## src/rtl/mips_ctrl_pkg.sv

```systemverilog
// mips_ctrl_pkg: opcodes, ULA codes, mux encodings and FSM state types for the multicycle MIPS control unit
package mips_ctrl_pkg;
  localparam logic [5:0] OP_R     = 6'b000000;
  localparam logic [5:0] OP_J     = 6'b000010;
  localparam logic [5:0] OP_BEQ   = 6'b000100;
  localparam logic [5:0] OP_BNE   = 6'b000101;
  localparam logic [5:0] OP_ADDI  = 6'b001000;
  localparam logic [5:0] OP_SLTI  = 6'b001010;
  localparam logic [5:0] OP_SLTIU = 6'b001011;
  localparam logic [5:0] OP_ANDI  = 6'b001100;
  localparam logic [5:0] OP_ORI   = 6'b001101;
  localparam logic [5:0] OP_XORI  = 6'b001110;
  localparam logic [5:0] OP_LUI   = 6'b001111;
  localparam logic [5:0] OP_LW    = 6'b100011;
  localparam logic [5:0] OP_SW    = 6'b101011;

  localparam logic [3:0] ULA_ADD   = 4'b0000;
  localparam logic [3:0] ULA_SUB   = 4'b0001;
  localparam logic [3:0] ULA_FUNCT = 4'b0010;
  localparam logic [3:0] ULA_SLT   = 4'b0011;
  localparam logic [3:0] ULA_AND   = 4'b0100;
  localparam logic [3:0] ULA_OR    = 4'b0101;
  localparam logic [3:0] ULA_XOR   = 4'b0110;
  localparam logic [3:0] ULA_LUI   = 4'b0111;
  localparam logic [3:0] ULA_SLTU  = 4'b1000;

  localparam logic [1:0] SRCB_RT     = 2'b00;
  localparam logic [1:0] SRCB_FOUR   = 2'b01;
  localparam logic [1:0] SRCB_IMM    = 2'b10;
  localparam logic [1:0] SRCB_IMM_SH = 2'b11;

  localparam logic [1:0] PCS_ULA    = 2'b00;
  localparam logic [1:0] PCS_ULAOUT = 2'b01;
  localparam logic [1:0] PCS_JUMP   = 2'b10;

  typedef enum logic [3:0] {
    S_FETCH, S_DECODE, S_MEM_ADDR, S_MEM_READ, S_MEM_WB, S_MEM_WRITE,
    S_R_EXEC, S_R_WB, S_I_EXEC, S_I_WB, S_BRANCH, S_JUMP
  } state_t;

  // What the ULA is doing this cycle, independent of which exact state asked for it
  typedef enum logic [2:0] {C_ADD, C_SUB, C_FUNCT, C_IEXEC, C_IWB} ula_cls_t;
endpackage

```

## src/rtl/ula_op_encoder.sv

```systemverilog
// ula_op_encoder: maps (state class, opcode) to ula_operation and ext_zero
//   i_cls      state class from the FSM
//   i_opcode   IR[31:26]
//   o_ula_op   code to ula_control
//   o_ext_zero zero-extend immediate for logical I-type ops
module ula_op_encoder
  import mips_ctrl_pkg::*;
(
  input  ula_cls_t   i_cls,
  input  logic [5:0] i_opcode,
  output logic [3:0] o_ula_op,
  output logic       o_ext_zero
);
  logic [3:0] w_imm_op;
  logic       w_logical;
  assign w_imm_op = i_opcode == OP_SLTI  ? ULA_SLT  :
                    i_opcode == OP_SLTIU ? ULA_SLTU :
                    i_opcode == OP_ANDI  ? ULA_AND  :
                    i_opcode == OP_ORI   ? ULA_OR   :
                    i_opcode == OP_XORI  ? ULA_XOR  :
                    i_opcode == OP_LUI   ? ULA_LUI  : ULA_ADD;
  assign w_logical = i_opcode == OP_ANDI || i_opcode == OP_ORI || i_opcode == OP_XORI;
  assign o_ula_op = i_cls == C_IEXEC ? w_imm_op  :
                    i_cls == C_FUNCT ? ULA_FUNCT :
                    i_cls == C_SUB   ? ULA_SUB   : ULA_ADD;
  // Held through write-back so the extended immediate stays valid
  assign o_ext_zero = (i_cls == C_IEXEC || i_cls == C_IWB) && w_logical;
endmodule

```

## src/rtl/multicycle_control.sv

```systemverilog
// multicycle_control: main FSM sequencing fetch/decode/execute/memory/write-back of the multicycle MIPS datapath
//   clk, rst_n         clock, async active-low reset
//   opcode, mem_ready  IR opcode and memory handshake
//   remaining outputs  datapath strobes, mux selects, ula_operation, sticky illegal_op
module multicycle_control
  import mips_ctrl_pkg::*;
(
  input  logic       clk,
  input  logic       rst_n,
  input  logic [5:0] opcode,
  input  logic       mem_ready,
  output logic [3:0] ula_operation,
  output logic       pc_write,
  output logic       pc_write_cond,
  output logic       branch_ne,
  output logic [1:0] pc_source,
  output logic       i_or_d,
  output logic       mem_read,
  output logic       mem_write,
  output logic       ir_write,
  output logic       ula_src_a,
  output logic [1:0] ula_src_b,
  output logic       ext_zero,
  output logic       reg_write,
  output logic       reg_dst,
  output logic       mem_to_reg,
  output logic       illegal_op
);
  state_t   r_state;
  logic     r_illegal;
  ula_cls_t w_cls;
  logic     w_fetch_go;

  always_ff @(posedge clk or negedge rst_n) begin
    if (!rst_n) begin
      r_state   <= S_FETCH;
      r_illegal <= 1'b0;
    end else begin
      case (r_state)
        S_FETCH:     if (mem_ready) r_state <= S_DECODE;
        S_DECODE:
          case (opcode)
            OP_R:                 r_state <= S_R_EXEC;
            OP_LW, OP_SW:         r_state <= S_MEM_ADDR;
            OP_BEQ, OP_BNE:       r_state <= S_BRANCH;
            OP_J:                 r_state <= S_JUMP;
            OP_ADDI, OP_SLTI, OP_SLTIU, OP_ANDI,
            OP_ORI, OP_XORI, OP_LUI: r_state <= S_I_EXEC;
            default: begin
              r_state   <= S_FETCH;
              r_illegal <= 1'b1;
            end
          endcase
        S_MEM_ADDR:  r_state <= opcode == OP_SW ? S_MEM_WRITE : S_MEM_READ;
        S_MEM_READ:  if (mem_ready) r_state <= S_MEM_WB;
        S_MEM_WRITE: if (mem_ready) r_state <= S_FETCH;
        S_R_EXEC:    r_state <= S_R_WB;
        S_I_EXEC:    r_state <= S_I_WB;
        default:     r_state <= S_FETCH;
      endcase
    end
  end

  assign w_cls = r_state == S_R_EXEC ? C_FUNCT :
                 r_state == S_BRANCH ? C_SUB   :
                 r_state == S_I_EXEC ? C_IEXEC :
                 r_state == S_I_WB   ? C_IWB   : C_ADD;

  ula_op_encoder u_enc (
    .i_cls      (w_cls),
    .i_opcode   (opcode),
    .o_ula_op   (ula_operation),
    .o_ext_zero (ext_zero)
  );

  // Mealy fetch strobes: gated by rst_n so nothing fires while reset is held
  assign w_fetch_go = mem_ready && rst_n;
  assign illegal_op = r_illegal;

  always_comb begin
    pc_write      = 1'b0;
    pc_write_cond = 1'b0;
    branch_ne     = 1'b0;
    pc_source     = PCS_ULA;
    i_or_d        = 1'b0;
    mem_read      = 1'b0;
    mem_write     = 1'b0;
    ir_write      = 1'b0;
    ula_src_a     = 1'b0;
    ula_src_b     = SRCB_RT;
    reg_write     = 1'b0;
    reg_dst       = 1'b0;
    mem_to_reg    = 1'b0;
    case (r_state)
      S_FETCH: begin
        mem_read  = 1'b1;
        ula_src_b = SRCB_FOUR;
        ir_write  = w_fetch_go;
        pc_write  = w_fetch_go;
      end
      S_DECODE:    ula_src_b = SRCB_IMM_SH;
      S_MEM_ADDR: begin
        ula_src_a = 1'b1;
        ula_src_b = SRCB_IMM;
      end
      S_MEM_READ: begin
        mem_read = 1'b1;
        i_or_d   = 1'b1;
      end
      S_MEM_WB: begin
        reg_write  = 1'b1;
        mem_to_reg = 1'b1;
      end
      S_MEM_WRITE: begin
        mem_write = 1'b1;
        i_or_d    = 1'b1;
      end
      S_R_EXEC:    ula_src_a = 1'b1;
      S_R_WB: begin
        reg_write = 1'b1;
        reg_dst   = 1'b1;
      end
      S_I_EXEC: begin
        ula_src_a = 1'b1;
        ula_src_b = SRCB_IMM;
      end
      S_I_WB:      reg_write = 1'b1;
      S_BRANCH: begin
        ula_src_a     = 1'b1;
        pc_write_cond = 1'b1;
        pc_source     = PCS_ULAOUT;
        branch_ne     = opcode == OP_BNE;
      end
      S_JUMP: begin
        pc_write  = 1'b1;
        pc_source = PCS_JUMP;
      end
      default: ;
    endcase
  end
endmodule

```

## config.mk

```make
export PLATFORM = sky130hd
export DESIGN_NAME = multicycle_control
export DESIGN_NICKNAME = d
export VERILOG_FILES = /design/src/rtl/mips_ctrl_pkg.sv /design/src/rtl/ula_op_encoder.sv /design/src/rtl/multicycle_control.sv
export SDC_FILE = /design/constraint.sdc
export NUM_CORES = 1
export LEC_CHECK = 0
export ABC_AREA = 1
export BUFFER_PORTS_ARGS = -buffer_cell sky130_fd_sc_hd__buf_2
export CAP_MARGIN = 20
export CORE_MARGIN = 2
export CORE_UTILIZATION = 35
export CTS_CLUSTER_DIAMETER = 100
export DETAILED_ROUTE_END_ITERATION = 8
export HOLD_SLACK_MARGIN = 0.1
export SETUP_SLACK_MARGIN = 0.02
export SLEW_MARGIN = 30
export SYNTH_ARGS = -nofsm -noshare
export SYNTH_HDL_FRONTEND = slang
export SYNTH_SLANG_ARGS = --single-unit
```

## constraint.sdc

```tcl
create_clock -name clk -period 1.65 [get_ports clk]
set_clock_uncertainty 0.15 [all_clocks]
set_input_delay 0.165 -clock clk [delete_from_list [all_inputs] [get_ports clk]]
set_output_delay 0.165 -clock clk [all_outputs]
set_load 0.1 [all_outputs]
```

# --- Word level (Yosys, flattened, before mapping) ---
# Cells that the tools add are included.
word_totals:
  register_bits: 5
  inputBits: 9
  out_inout_bits: 21
  word_cells: 83
classes:
  eq_ne: 30
  muxes: 32
  n_bitwise: 1
  reduce_logical: 18
ops:
  columns: ["op", "n"]
  rows:
  - ["$eq A6 B4 Y1 const B", 7]
  - ["$mux W4", 10]
  - ["$pmux W4 S7", 1]
  - ["$pmux W4 S5", 1]
  - ["$mux W3", 6]
  - ["$eq A4 B3 Y1 const B", 4]
  - ["$eq A4 B4 Y1 const B", 4]
  - ["$reduce_or A13 Y1", 1]
  - ["$eq A6 B3 Y1 const B", 2]
  - ["$eq A6 B6 Y1 const B", 2]
  - ["$mux W1", 11]
  - ["$reduce_or A2 Y1", 5]
  - ["$eq A4 B2 Y1 const B", 2]
  - ["$reduce_or A7 Y1", 1]
  - ["$eq A3 B2 Y1 const B", 2]
  - ["$eq A6 B2 Y1 const B", 1]
  - ["$logic_not A6 Y1", 1]
  - ["$ne A2 B2 Y1 const B", 3]
  - ["$pmux W2 S3", 1]
  - ["$eq A4 B1 Y1 const B", 1]
  - ["$logic_not A4 Y1", 1]
  - ["$pmux W2 S2", 1]
  - ["$reduce_or A4 Y1", 1]
  - ["$eq A3 B1 Y1 const B", 1]
  - ["other kinds (8)", 11]

# --- Depth between registers and ports, before layout ---
logic_depth:
  depth_word: 9
  mapped_depth: 8
  ltp_nobuf: 8

# --- Cells and area by module ---
# From an unflattened synthesis, not the netlist that was laid out.
unflattened:
  hier_cells: 140
  hier_area_um2: 714.4
modules_own_cells:
  columns: ["module", "instances", "cells_each", "area_each_um2", "seq_area_each_um2"]
  rows:
  - ["multicycle_control", 1, 109, 566.8, 125.1]
  - ["ula_op_encoder", 1, 31, 147.6, 0.0]

# --- Worst setup path before layout ---
# Ideal clock, no wire load.
synth_path:
  kind: "reg2out"
  start: "register r_state[2]"
  end: "output port branch_ne"
  arrival_ns: 4.209
  required_time_ns: 1.335
  slack_ns: -2.874
  stages_incl_launch_ff: 6
  path_buffers: 0
  cell_sequence: "dfrtp_1 -> inv_1 -> nand2_1 -> nor2_1 -> inv_1 -> nor3_1"
synth_between:
  elab_chain_len: 2
synth_lines:
  columns: ["element", "line_no", "text"]
  rows:
  - ["start, declared", "multicycle_control.sv:29", "state_t r_state;"]
  - ["start signal, assigned", "multicycle_control.sv:54", "S_MEM_ADDR: r_state <= opcode == OP_SW ? S_MEM_WRITE : S_MEM_READ;"]
  - ["$eq A4 B4 Y1", "multicycle_control.sv:94", "case (r_state)"]
  - ["$mux W1", "multicycle_control.sv:94", null]
  - ["end, declared", "multicycle_control.sv:15", "output logic branch_ne,"]
# No other way between the ends.

# --- Worst setup path after layout ---
layout_path:
  start: "register r_state[2]"
  end: "output port ula_operation[2]"
layout_between:
  elab_chain_len: 7
  word_cells_on_any_way: 10
  classes_between: "5 x eq/ne; 5 x mux"
layout_lines:
  columns: ["element", "line_no", "text"]
  rows:
  - ["$eq A4 B4 Y1", "multicycle_control.sv:67", "r_state == S_I_WB ? C_IWB : C_ADD;"]
  - ["$mux W3", "multicycle_control.sv:67", null]
  - ["$mux W3", "multicycle_control.sv:66", "r_state == S_I_EXEC ? C_IEXEC :"]
  - ["$mux W3", "multicycle_control.sv:65", "r_state == S_BRANCH ? C_SUB :"]
  - ["$mux W3 (*)", "multicycle_control.sv:64", "assign w_cls = r_state == S_R_EXEC ? C_FUNCT :"]
  - ["$eq A3 B2 Y1 (*)", "ula_op_encoder.sv:23", "assign o_ula_op = i_cls == C_IEXEC ? w_imm_op :"]
  - ["$mux W4 (*)", "ula_op_encoder.sv:23", null]
  - ["end, declared", "multicycle_control.sv:12", "output logic [3:0] ula_operation,"]
# Every way passes the cells marked *; elsewhere a longest branch is shown, timed or not.

==> summary.md <==
| Metric | Value |
|---|---|
| TritonCTS clock tree | `done` |
| Finished Core Util | `0.894` |
| Max-cap violations | `0` |
| Port Buffer Count | `29` |
| Total grt overflow | `0` |
| Vias in the first global route | `879` |
| Post-synthesis net count | `130` |
| Final WL | `3090 µm` |
| Final setup fails | `19` |
| Failing checks | `negative setup slack` |
| # IOs | `30` |
| Req. time, crit path | `between 1000 and 1500 ps` |
| CP endpoint kind | `output port` |
| Kind of critical path | `reg -> out` |
| Final nets | `187` |
| Post-DR vias/cell | `5.47` |
| Layout cells sized above 1 | `0.542` |
| Final slew viol count | `0` |
| Number of synthesized register bits | `5` |
| Largest family of logic cells by synthesized area | `simple AND/OR/NAND/NOR gates` |
| Synth unique cells | `16` |
| Cell Rows | `15` |
| Worst rel slew slack | `0.670` |
| Worst-Skew Late Latency | `between 200 and 250 ps` |
| Worst hold margin | `153 ps` |
| Final worst slack | `-207 ps` |
| Number of synthesized flops with an enable pin | `0` |
| Worst hold path type | `in -> reg` |
| Seq/Total Area, Yosys | `0.203` |
| Cells after Synth | `121` |
| Vias | `1061` |
| Post-synthesis mux area share | `0` |
| Ys async rst share | `1.00` |
| Final hold vios | `0` |
| Root Driver | `clkbuf_4` |
| CP Launch Type | `flop` |
| Pin count of the biggest net entering global routing | `7` |
| Run status | `finished, violations left` |
| CTS Buf Count | `3` |
| Die X | `45.9 µm` |
| Share of the synthesized area in the top cell type | `0.207` |
| Mapped Area | `just over 600 µm²` |
| Post-synth top area cell | `nand2_1` |
| Synth Area in XOR/XNOR | `0` |
| Gpl congestion | `approximately 0.84` |
| Unrepaired setup endpoints after global routing | `yes` |
| Initial Utilization | `0.364` |
| Wire length per cell | `15.9 µm` |
| ANT cells | `0` |
| Synth Warn # | `0` |
| Crit path launch | `r_state[2]` |
| Post-Synth Simple-Gate Area | `0.539` |
| Fmax | `538 MHz` |
| DRC violations left | `0` |
| CTS clk-pin slew, worst paths | `40 ps` |
| CTS sink count | `5` |
| Core Region | `1690 µm²` |
| Post-route minimum period | `1860 ps` |
| Adder-cell share of the synthesized area | `0` |
| Synth Flop Type | `dfrtp_1` |
| GR Util All Layers | `0.240` |
| Initial DRC count | `34` |
| Post-Syn Area per Cell | `5.09 µm²` |
| Largest cells by area after synthesis | `nand2_1, dfrtp_1, nor2_1` |
| H-tree depth | `1` |
| Post-DP HPWL | `about 1700 µm` |
| Pre-antenna DRT Iters | `4` |
| Crit path max fanout | `5` |
| Worst-margin pin slew | `499 ps` |
| Die H | `between 40 and 50 µm` |
| Final ANT Viol Nets | `0` |
| Die ar. | `2110 µm²` |
| Layout area overhead | `145%` |
| Post-synthesis compound-gate area fraction | `0.112` |
| First-pass GRT wire length | `3660 µm` |
| Critical path arrival | `roughly 1500 ps` |
| Reg2reg start | `r_state[3]` |
| Max Root-Sink Buffers | `2` |
| Placement Setup Slack | `about 42 ps` |
| Hold path start | `mem_ready` |
| Initial antenna violation count | `0` |
| Fin crit share | `1.13` |
[stage by stage]
step	cell area, µm²	instances	TNS [ps]
after global placement	1240	174	0
after CTS	1380	186	-982
final	1510	194	-2040
after detailed placement	1240	174	0
after floorplan	721	121	-5290
after global routing	1510	194	-2970
[layer usage]
metal	track usage	routed length (µm)	vias up	share of wire
li1	-	-	490	-
met1	0.266	1120	507	0.36
met2	0.456	1740	54	0.56
met3	0.0516	135	10	0.044
met4	0.0514	93	0	0.030
met5	0	0	-	0
[Yosys cell counts, drive strengths merged, types with 2 or more instances]
library cell,n
nand3,12
o21ai,10
inv,22
nor2,30
nor3,2
dfrtp,5
nand2,34
[area by class of cell]
type | count | area [µm²]
Timing Repair Buffer | 53 | 647
Sequential cell | 5 | 126
Clock buffer | 4 | 26.3
Inverter | 22 | 82.6
Multi-Input combinational cell | 93 | 607
Tap cell | 17 | 21.3
Fill cell | 82 | 179
[path summary, 6_finish.rpt]
check,slack (ps),depth (start not counted),to
worst max-delay path,-210,7,ula_operation[2]
worst min-delay path,150,4,r_state[2]
worst max register to register,100,8,r_state[2]
worst min register to register,320,2,illegal_op
max in group asynchronous,930,2,r_state[0]
min in group asynchronous,190,2,r_state[1]
[kinds of logic after synthesis]
kind of cell           count (synthesis)
buffers and inverters                 23
AOI/OAI and AO/OA                     13
and+or+nand+nor                       80
DFF                                    5
[cell usage in the layout (no fill, tap or decap), types with 5 or more instances in the layout]
cell type  netlist  final
nor2_4           0      9
buf_6            0      5
buf_4            1     18
inv_1           20     14
buf_12           0     20
nand2_4          0      5
nand2_1         34     24
nand3_1         12     11
buf_2            0      9
nor2_1          27     17
inv_2            2      8
o21ai_0          8      5
[worst max-delay path, stage by stage (launching register included)]
cell	delay, ps
dfrtp_1	410
inv_2	130
nand2_4	100
nor2_4	150
inv_2	70
buf_6	130
nor2_4	120
buf_12	180
[flip-flops by register name (all words and copies together) (netlist names)]
register / flops
r_state: 4
illegal_op: 1
[what timing repair did]
action | in CTS | in global routing
pin swaps | 8 | 11
resized for setup | 19 | 13
buffers inserted | 7 | 8
hold endpoints to repair | 5 | 0
gates cloned | 0 | 0
endpoints found under the setup margin | 16 | 19
hold buffers | 1 | 0
Power is not shown: default switching activity piles up to over one toggle a cycle in this logic, so the estimate is an artifact.
